File: config.mk
export PLATFORM = sky130hd
export DESIGN_NAME = mult_share_arbiter
export DESIGN_NICKNAME = d
export VERILOG_FILES = /design/src/rtl/mult_share_arbiter_pkg.sv /design/src/rtl/mult_share_arbiter_multcal.sv /design/src/rtl/mult_share_arbiter.sv
export SDC_FILE = /design/constraint.sdc
export NUM_CORES = 1
export LEC_CHECK = 0
export BUFFER_PORTS_ARGS = -buffer_cell sky130_fd_sc_hd__buf_2
export CORE_MARGIN = 1.5
export CORE_UTILIZATION = 40
export CTS_BUF_LIST = sky130_fd_sc_hd__clkbuf_16
export DETAILED_ROUTE_END_ITERATION = 8
export HOLD_SLACK_MARGIN = 0.12
export PLACE_DENSITY = 0.64
export RECOVER_POWER = 50
export SLEW_MARGIN = 5
export SYNTH_ARGS = -nofsm -noshare
export SYNTH_HDL_FRONTEND = slang
export SYNTH_SLANG_ARGS = --single-unit
File: constraint.sdc
create_clock -name clock -period 4.33 [get_ports clock]
set_input_delay 0.433 -clock clock [delete_from_list [all_inputs] [get_ports clock]]
set_output_delay 0.433 -clock clock [all_outputs]
set_load 0.01 [all_outputs]
File: src/rtl/mult_share_arbiter_pkg.sv
// Shared widths, FSM encodings and a small helper for the two-requester multiplier arbiter.
package mult_share_arbiter_pkg;
   localparam int M_WIDTH = 2;
   localparam int Q_WIDTH = 3;
   localparam int P_WIDTH = M_WIDTH + Q_WIDTH;

   localparam logic [1:0] S_IDLE = 2'd0;
   localparam logic [1:0] S_CALC = 2'd1;
   localparam logic [1:0] S_RESP = 2'd2;

   function automatic logic [1:0] onehot2(input logic sel);
      return sel ? 2'b10 : 2'b01;
   endfunction
endpackage

File: src/rtl/mult_share_arbiter_multcal.sv
// MultCal: combinational unsigned 2-bit x 3-bit multiplier shared by both requesters.
module MultCal
   import mult_share_arbiter_pkg::*;
(
   input  logic [M_WIDTH-1:0] i_m,
   input  logic [Q_WIDTH-1:0] i_q,
   output logic [P_WIDTH-1:0] o_p
);
   assign o_p = P_WIDTH'(i_m) * P_WIDTH'(i_q);
endmodule

File: src/rtl/mult_share_arbiter.sv
// Round-robin arbiter sharing one MultCal between two valid/ready requesters,
// sequenced IDLE -> CALC -> RESP with registered operands and product.
module mult_share_arbiter
   import mult_share_arbiter_pkg::*;
(
   input  logic               clock,
   input  logic               reset,
   input  logic [1:0]         req_valid,
   input  logic [M_WIDTH-1:0] req_m0,
   input  logic [Q_WIDTH-1:0] req_q0,
   input  logic [M_WIDTH-1:0] req_m1,
   input  logic [Q_WIDTH-1:0] req_q1,
   output logic [1:0]         req_ready,
   output logic [1:0]         resp_valid,
   output logic [P_WIDTH-1:0] resp_p,
   input  logic [1:0]         resp_ready,
   output logic               busy
);
   logic [1:0]         r_state;
   logic               r_prio;
   logic               r_owner;
   logic [M_WIDTH-1:0] r_op_m;
   logic [Q_WIDTH-1:0] r_op_q;
   logic [P_WIDTH-1:0] r_p;

   logic               w_gnt_vld;
   logic               w_gnt;
   logic               w_idle;
   logic               w_resp;
   logic               w_accept;
   logic [M_WIDTH-1:0] w_sel_m;
   logic [Q_WIDTH-1:0] w_sel_q;
   logic [P_WIDTH-1:0] w_prod;

   // Favoured requester first, otherwise the other one.
   assign w_gnt_vld = req_valid[r_prio] | req_valid[~r_prio];
   assign w_gnt     = req_valid[r_prio] ? r_prio : ~r_prio;
   assign w_sel_m   = w_gnt ? req_m1 : req_m0;
   assign w_sel_q   = w_gnt ? req_q1 : req_q0;

   assign w_idle    = (r_state == S_IDLE);
   assign w_resp    = (r_state == S_RESP);
   assign w_accept  = resp_ready[r_owner];

   MultCal u_multcal (
      .i_m (r_op_m),
      .i_q (r_op_q),
      .o_p (w_prod)
   );

   always_ff @(posedge clock) begin
      if (reset) begin
         r_state <= S_IDLE;
         r_prio  <= 1'b0;
         r_owner <= 1'b0;
         r_op_m  <= '0;
         r_op_q  <= '0;
         r_p     <= '0;
      end else begin
         case (r_state)
            S_IDLE: begin
               if (w_gnt_vld) begin
                  r_op_m  <= w_sel_m;
                  r_op_q  <= w_sel_q;
                  r_owner <= w_gnt;
                  r_state <= S_CALC;
               end
            end
            S_CALC: begin
               r_p     <= w_prod;
               r_state <= S_RESP;
            end
            S_RESP: begin
               if (w_accept) begin
                  r_prio  <= ~r_owner;
                  r_state <= S_IDLE;
               end
            end
            default: r_state <= S_IDLE;
         endcase
      end
   end

   // Outputs are forced quiet while reset is held so nothing leaks in that cycle.
   assign req_ready  = (!reset && w_idle && w_gnt_vld) ? onehot2(w_gnt) : 2'b00;
   assign resp_valid = (!reset && w_resp) ? onehot2(r_owner) : 2'b00;
   assign resp_p     = (!reset && w_resp) ? r_p : '0;
   assign busy       = !reset && !w_idle;
endmodule

# ---- After elaboration in Yosys (flattened, before gate mapping)
# Index checks and enable logic that the tools add are counted.
dict set report word_totals {
  register_bits 14
  inputBits 16
  output_inout_bits 10
  wordCells 44
}
dict set report classes {
  mul 1
  n_lt_le_gt_ge 3
  eq_ne 4
  muxes 17
  bitwise_logic 3
  n_reduce_logical 10
}
# op n
set ops {}
lappend ops {{$mux 2} 7}
lappend ops {{$mux 1} 7}
lappend ops {{$lt 1x2->1 const B} 3}
lappend ops {{$pmux 2 s3} 1}
lappend ops {{$reduce_and 2->1} 3}
lappend ops {{$mul 2x3->5} 1}
lappend ops {{$mux 5} 1}
lappend ops {{$logic_and 1x1->1} 4}
lappend ops {{$mux 3} 1}
lappend ops {{$eq 2x1->1 const B} 1}
lappend ops {{$eq 2x2->1 const B} 1}
lappend ops {{$logic_not 1->1} 2}
lappend ops {{$logic_not 2->1} 1}
lappend ops {{$ne 2x1->1 const B} 1}
lappend ops {{$ne 2x2->1 const B} 1}
lappend ops {{$not 1->1} 2}
lappend ops {{$or 1x1->1} 1}

# ---- Logic depth before layout (Yosys ltp)
# Gate-level depths: netlist of run 1.
dict set report logic_depth {
  depth_word 6
  ltp_mapped 7
}

# ---- By module
# From an unflattened synthesis of run 1, not the netlist that was laid out.
dict set report hier_totals {
  hier_cells 97
  hier_area_um2 829.5
}
# mod n_inst cells_per_inst area_each_um2 seq_area_each_um2
set by_module_without_submodules {}
lappend by_module_without_submodules {mult_share_arbiter 1 81 709.4 280.3}
lappend by_module_without_submodules {MultCal 1 16 120.1 0.0}

# ---- Worst setup path before layout of run 1
# Ideal clock, no wire load.
dict set report synth_timing {
  kind {input to output}
  from {in req_valid[1]}
  to {out req_ready[1]}
  arrival_time_ps 1174
  t_required_ps 3897
  path_slack_ps 2723
  cell_stages 4
  n_path_buf 1
  path_cell_list {or2_1 buf_2 nand2_1 nor4_1}
}
dict set report synth_between {
  elab_chain_cells 5
  word_cells_on_any_way 9
}
# item line_no
set synth_rtl {}
lappend synth_rtl {{from (decl)} mult_share_arbiter.sv:8} ;# input logic [1:0] req_valid,
lappend synth_rtl {{$mux 1, on equally long branches (2 in a row)} {mult_share_arbiter.sv:36, mult_share_arbiter.sv:37}}
lappend synth_rtl {{$mux 1 or $or 1x1->1 (tied branches)} {mult_share_arbiter.sv:37, mult_share_arbiter.sv:36}}
lappend synth_rtl {{$mux 2 or $logic_and 1x1->1 (tied branches)} {mult_share_arbiter_pkg.sv:12, mult_share_arbiter.sv:85}}
lappend synth_rtl {{$mux 2 (*)} mult_share_arbiter.sv:85} ;# assign req_ready = (!reset && w_idle && w_gnt_vld) ? onehot2(w_gnt) : 2'b00;
lappend synth_rtl {{to (decl)} mult_share_arbiter.sv:13} ;# output logic [1:0] req_ready,
# Mark *: on every way between the ends. The rest lies on a longest branch, timed or not. The select of a mux whose other input is x is not followed.

# ---- Worst setup path after layout of run 1
dict set report layout_timing {
  from {reg r_state[1]}
  to {out req_ready[1]}
}
dict set report layout_between {
  elab_chain_cells 4
}
# item line_no
set layout_rtl {}
lappend layout_rtl {{from (decl)} mult_share_arbiter.sv:19} ;# logic [1:0] r_state;
lappend layout_rtl {{from (signal assigned)} mult_share_arbiter.sv:53} ;# r_state <= S_IDLE;
lappend layout_rtl {{from (signal assigned)} mult_share_arbiter.sv:66} ;# r_state <= S_CALC;
lappend layout_rtl {{from (signal assigned)} mult_share_arbiter.sv:71} ;# r_state <= S_RESP;
lappend layout_rtl {{$logic_not 2->1} mult_share_arbiter.sv:41} ;# assign w_idle = (r_state == S_IDLE);
lappend layout_rtl {{$logic_and 1x1->1 (2 in a row)} mult_share_arbiter.sv:85}
lappend layout_rtl {{$mux 2} mult_share_arbiter.sv:85}
# No other way between the ends.

==> results of run 1 <==
final timing paths:
path                  endpoint  cells after the start
setup reg to reg        r_p[3]                      7
hold reg to reg         r_p[1]                      2
hold / removal          r_p[1]                      2
setup / recovery  req_ready[1]                      4
where the power goes:
part           switching [mW]  leakage [nW]  internal (mW)
Clock                  0.0516        0.0385          0.122
Sequential             0.0143         0.115          0.142
Combinational          0.0359         0.297         0.0284
cells by family after synthesis:
kind of cell / count (synthesis) / share of synthesized area, %
flip-flops: 14 / 35.1
AND/OR/NAND/NOR: 45 / 32.7
buffers and inverters: 7 / 3.60
AO/OA/AOI/OAI: 29 / 21.8
multiplexers: 1 / 1.25
adder cells (fa/ha/maj): 3 / 5.63
state kept, by name (all words and copies together) (netlist names):
| signal | flops |
|---|---|
| r_op_m | 2 |
| r_state | 2 |
| r_op_q | 3 |
| r_prio | 1 |
| r_p | 5 |
| r_owner | 1 |
Yosys cell counts, drive strengths merged, types with 2 or more instances:
| cell | number |
|---|---|
| a21oi | 14 |
| dfxtp | 14 |
| nand2 | 9 |
| and2 | 8 |
| nand3 | 6 |
| o21ai | 6 |
| a311oi | 5 |
| nor2 | 5 |
| inv | 3 |
| nand2b | 3 |
| a211oi | 2 |
| and2b | 2 |
| buf | 2 |
| clkbuf | 2 |
| ha | 2 |
| nand3b | 2 |
| nor2b | 2 |
layer usage:
| layer | wire [um] | track usage (%) | up-vias | share of wire, % |
|---|---|---|---|---|
| li1 | - | - | 408 | - |
| met1 | 853 | 22.4 | 319 | 50 |
| met2 | 756 | 26.1 | 24 | 44 |
| met3 | 78 | 3.40 | 4 | 4.5 |
| met4 | 28 | 9.73 | 0 | 1.6 |
| met5 | 0 | 0 | - | 0 |
layout make-up:
cell class / instances / area, um2
fill: 183 / 792
multi-input combinational: 78 / 483
sequential: 14 / 280
timing repair buffer: 25 / 125
clock buffer: 3 / 75.1
tap: 25 / 31.3
inverter: 3 / 11.3
clock inverter: 1 / 3.75
stage by stage:
| stage | hold WS, ns | worst slack [ns] |
|---|---|---|
| global route | 0.474 | 2.10 |
| CTS | 0.452 | 2.46 |
| global placement | 0.442 | 2.62 |
| floorplan | 0.427 | 2.72 |
| detailed placement | 0.445 | 2.61 |
| finish | 0.448 | 2.28 |
critical path: stages, from the launching register on:
cell and delay [ns]:
dfxtp_1 0.37, nor2_1 0.40, nand2_1 0.15, nor4_1 0.27, buf_2 0.17
==> results.py, run 1 <==
metrics = {
    "run_status": {
        "status": "finished clean",
    },
    "critical_path": {
        "reg2reg_slack_ns": 2.62,
        "required_ns": 3.90,
        "cp-startpoint": "r_state[1]",
        "timing.rr.start": "r_op_m[1]",
        "cp-end-kind": "primary output",
        "worstPathArrival_ns": 1.62,
        "critPathMaxFanout": 9,
        "critPathKind": "flop to primary output",
        "crit_path_start_kind": "flop",
    },
    "cts": {
        "clock_latency_ns": 0.24,
        "cts_sinks": 14,
        "post_cts_buffers": 0,
        "cts_buffers": 3,
        "cts_buffer_depth": 2,
        "root_buffer": "clkbuf_16",
        "ctsHtreeMaxLevel": 1,
        "cts_resized": 0,
        "clk_pin_slew_worst_paths_ns": 0.05,
        "hold_buffers": 0,
        "cts_tree": "done",
    },
    "sta": {
        "final_max_slew_viol_count": 0,
        "timing.fmax_mhz": 488,
        "worstMarginPinSlew_ns": 0.544,
        "finalCritPeriodShare_pct": 47.3,
        "hold_viol_final": 0,
        "setup_viol": 0,
        "rsz0062_at_grt": "false",
        "slew_headroom_pct": 63.4,
        "fin_crit_ns": 2.05,
        "fin_skew_ns": 0.00191,
        "fin_setup_tns_ns": 0,
    },
    "global_routing": {
        "grt.total_usage_pct": 17.2,
        "grt_max_degree": 19,
        "grt_overflow": 0,
        "grt_pass1_wl_mm": 2.73,
        "grt_pass1_vias": 658,
        "antenna_found_initial": 0,
    },
    "yosys": {
        "yosysTopAreaCell": "dfxtp_1",
        "ys_warn_count": 0,
        "synth_nets": 118,
        "synth-edff-count": 0,
        "ys_ff_latch": 14,
        "synthTopCellsByArea": "dfxtp_1 35%, a21oi_1 8.8%, and2_1 6.3%, a311oi_1 5.5%, nand2_1 4.2%",
        "synth_flop_cell": "dfxtp_1",
        "synth_area_per_cell_um2": 8.08,
        "yosysTopAreaCellShare_pct": 35.1,
        "ys_types": 31,
        "syn_area_um2": 800,
        "synthArstFlopShare_pct": 0,
        "syn-instance-count": 99,
        "seq_area_frac_synth_pct": 35.1,
    },
    "drt": {
        "drt_wl_total_mm": 1.72,
        "via_per_inst": 5.07,
        "drt_drc_violations_left": 0,
        "drt-initial-drc-count": 14,
        "ant_nets": 0,
        "vias": 755,
        "firstDrtPassIters": 4,
        "wl_per_cell_um": 11.5,
    },
    "pwr": {
        "p_leak_nw": 0.450,
        "vdd.ir_drop.worst_mv": 0.202,
        "powerDensity_nw_per_um2": 390,
        "power_uw": 394,
    },
    "job": {
        "maxCapViolCount": 0,
    },
    "floorplan": {
        "core-area_um2": 1800,
        "start_util_pct": 44.4,
        "die_x_um": 47.7,
        "rows": 15,
        "die_area_um2": 2280,
        "die_y_um": 47.7,
        "ios": 26,
    },
    "cells_and_area": {
        "drive_gt1_share_pct": 23.4,
        "areaGrowthSynthToFinish_pct": 26.3,
        "final_cell_mix": "25 x buf_2, 14 x a21oi_1, 14 x dfxtp_1",
        "antennaDiodeCount": 0,
        "layout_commonest_cell": "buf_2",
        "fin_area_um2": 1010,
        "nNetsFinal": 144,
        "final-instance-count-excl-fill": 149,
        "postLayoutCoreUtil_pct": 56.0,
    },
    "place": {
        "globalplace.congestion": 0.748,
        "dpl.cell_count": 145,
        "post-dp-hpwl_mm": 1.31,
        "port-buffer-count": 25,
        "placed_area_um2": 938,
    },
    "worst_hold_path": {
        "min_from": "r_p[1]",
        "hold_class": "flop to flop",
    },
}
Note: power is estimated with default switching activity, not from simulation.
==> run 2: changes to the inputs <==
==> constraint.sdc (replaced) <==
create_clock -name clock -period 2.1 [get_ports clock]
set_input_delay 0.21 -clock clock [delete_from_list [all_inputs] [get_ports clock]]
set_output_delay 0.21 -clock clock [all_outputs]
set_load 0.01 [all_outputs]
==> results.py, run 2 (synthesis results as in run 1) <==
metrics = {
    "job": {
        "maxCapViolCount": 0,
    },
    "sta": {
        "rsz0062_at_grt": "false",
        "fin_skew_ns": 0.00151,
        "setup_viol": 0,
        "finalCritPeriodShare_pct": 79.2,
        "fin_crit_ns": 1.66,
        "worstMarginPinSlew_ns": 0.538,
        "slew_headroom_pct": 63.9,
        "timing.fmax_mhz": 601,
        "final_max_slew_viol_count": 0,
        "fin_hold_ws_ns": 0.247,
        "hold_viol_final": 0,
        "fin_ws_ns": 0.436,
        "fin_setup_tns_ns": 0,
    },
    "floorplan": {
        "ios": 26,
        "die_y_um": 47.7,
        "die_x_um": 47.7,
        "rows": 15,
        "start_util_pct": 44.4,
        "die_area_um2": 2280,
        "core-area_um2": 1800,
    },
    "pwr": {
        "p_leak_nw": 0.448,
        "power.share.clock_pct": 43.3,
        "vdd.ir_drop.worst_mv": 0.709,
        "p_int_uw": 600,
        "comb_power_share_pct": 16.7,
        "power_frac_seq_pct": 40.0,
        "power.share.switching_pct": 25.6,
        "powerDensity_nw_per_um2": 797,
        "power_uw": 807,
        "p_sw_uw": 207,
    },
    "global_routing": {
        "grt.total_usage_pct": 19.0,
        "grt_pass1_vias": 682,
        "gr-usage-met3_pct": 5.66,
        "grt_overflow": 0,
        "busiest_layer": "met2",
        "antenna_found_initial": 0,
        "grt_use_met1_pct": 25.7,
        "grt_pass1_wl_mm": 2.99,
        "grt_max_degree": 19,
        "met2_usage_pct": 28.3,
    },
    "worst_hold_path": {
        "hold_class": "input pin to flop",
    },
    "cts": {
        "cts_sinks": 14,
        "cts_tree": "done",
        "ctsHtreeMaxLevel": 1,
        "cts_buffer_depth": 2,
        "clk_pin_slew_worst_paths_ns": 0.04,
        "clock_latency_ns": 0.24,
        "cts_buffers": 3,
        "cts_resized": 0,
        "root_buffer": "clkbuf_16",
        "hold_buffers": 0,
        "post_cts_buffers": 0,
    },
    "cells_and_area": {
        "antennaDiodeCount": 0,
        "reg.largest.list": "r_p x5, r_op_q x3",
        "layout_commonest_cell": "buf_2",
        "areaGrowthSynthToFinish_pct": 26.6,
        "largest_reg_flops": 5,
        "nNetsFinal": 144,
        "fillers": 175,
        "drive_gt1_share_pct": 23.6,
        "final_cell_mix": "24 x buf_2, 14 x a21oi_1, 14 x dfxtp_1",
        "max_flop_register": "r_p",
    },
    "place": {
        "port-buffer-count": 25,
        "post-place-ws_ns": 0.473,
        "globalplace.congestion": 0.707,
        "post-dp-hpwl_mm": 1.31,
    },
    "drt": {
        "ant_nets": 0,
        "vias": 786,
        "firstDrtPassIters": 4,
        "drt_wl_total_mm": 1.76,
        "drt-initial-drc-count": 12,
        "via_per_inst": 5.31,
        "wl_per_cell_um": 11.9,
        "drt_drc_violations_left": 0,
    },
    "critical_path": {
        "critPathKind": "flop to flop",
        "critPathMaxFanout": 6,
        "required_ns": 2.21,
        "worstPathArrival_ns": 1.78,
        "crit_path_start_kind": "flop",
        "cp-end-kind": "flop",
    },
    "run_status": {
        "status": "finished clean",
    },
}
-- run 2: per-layer routing --
layer / vias to the layer above / wire (um)
met3: 4 / 86
met2: 25 / 781
met5: - / 0
li1: 410 / -
met4: 0 / 34
met1: 347 / 853
-- run 2: power groups by stage --
stage	clock, mW	combinational, mW	sequential (mW)
6_report	0.350	0.135	0.323
3_5_place_dp	0	0.135	0.327
5_1_grt	0.370	0.157	0.328
4_1_cts	0.356	0.136	0.323
3_3_place_gp	0	0.135	0.325
2_1_floorplan	0	0.102	0.316
-- run 2: metrics by stage --
| step | util [%] | std cells | area [um2] |
|---|---|---|---|
| 5_1_grt | 56.2 | 148 | 1010 |
| 2_1_floorplan | - | 99 | 800 |
| 3_5_place_dp | 52.1 | 145 | 938 |
| 4_1_cts | 56.3 | 148 | 1010 |
| 6_report | 56.2 | 148 | 1010 |
| 3_3_place_gp | 52.1 | 145 | 938 |
-- run 2: final timing paths --
kind,start,depth (start not counted),slack (ns),to
min reg2reg,r_p[4],2,0.45,r_p[4]
max,r_op_m[1],7,0.44,r_p[3]
max reg2reg,r_op_m[1],7,0.44,r_p[3]
min,req_q1[2],3,0.25,r_op_q[2]
-- run 2: final cells by class --
| type | instances | area [um2] | share of cell area [%] |
|---|---|---|---|
| clock buffer | 3 | 75.1 | 7.42 |
| inverter | 3 | 11.3 | 1.11 |
| multi-input combinational | 78 | 490 | 48.5 |
| sequential | 14 | 280 | 27.7 |
| tap | 25 | 31.3 | 3.09 |
| timing repair buffer | 25 | 124 | 12.2 |
-- run 2: critical path, cell delays in order, from the launching register on --
cell and delay, ns:
dfxtp_1 0.40, and2_1 0.16, ha_1 0.16, inv_1 0.05, fa_1 0.38, and3_1 0.19
o21ai_1 0.12, a21oi_1 0.07
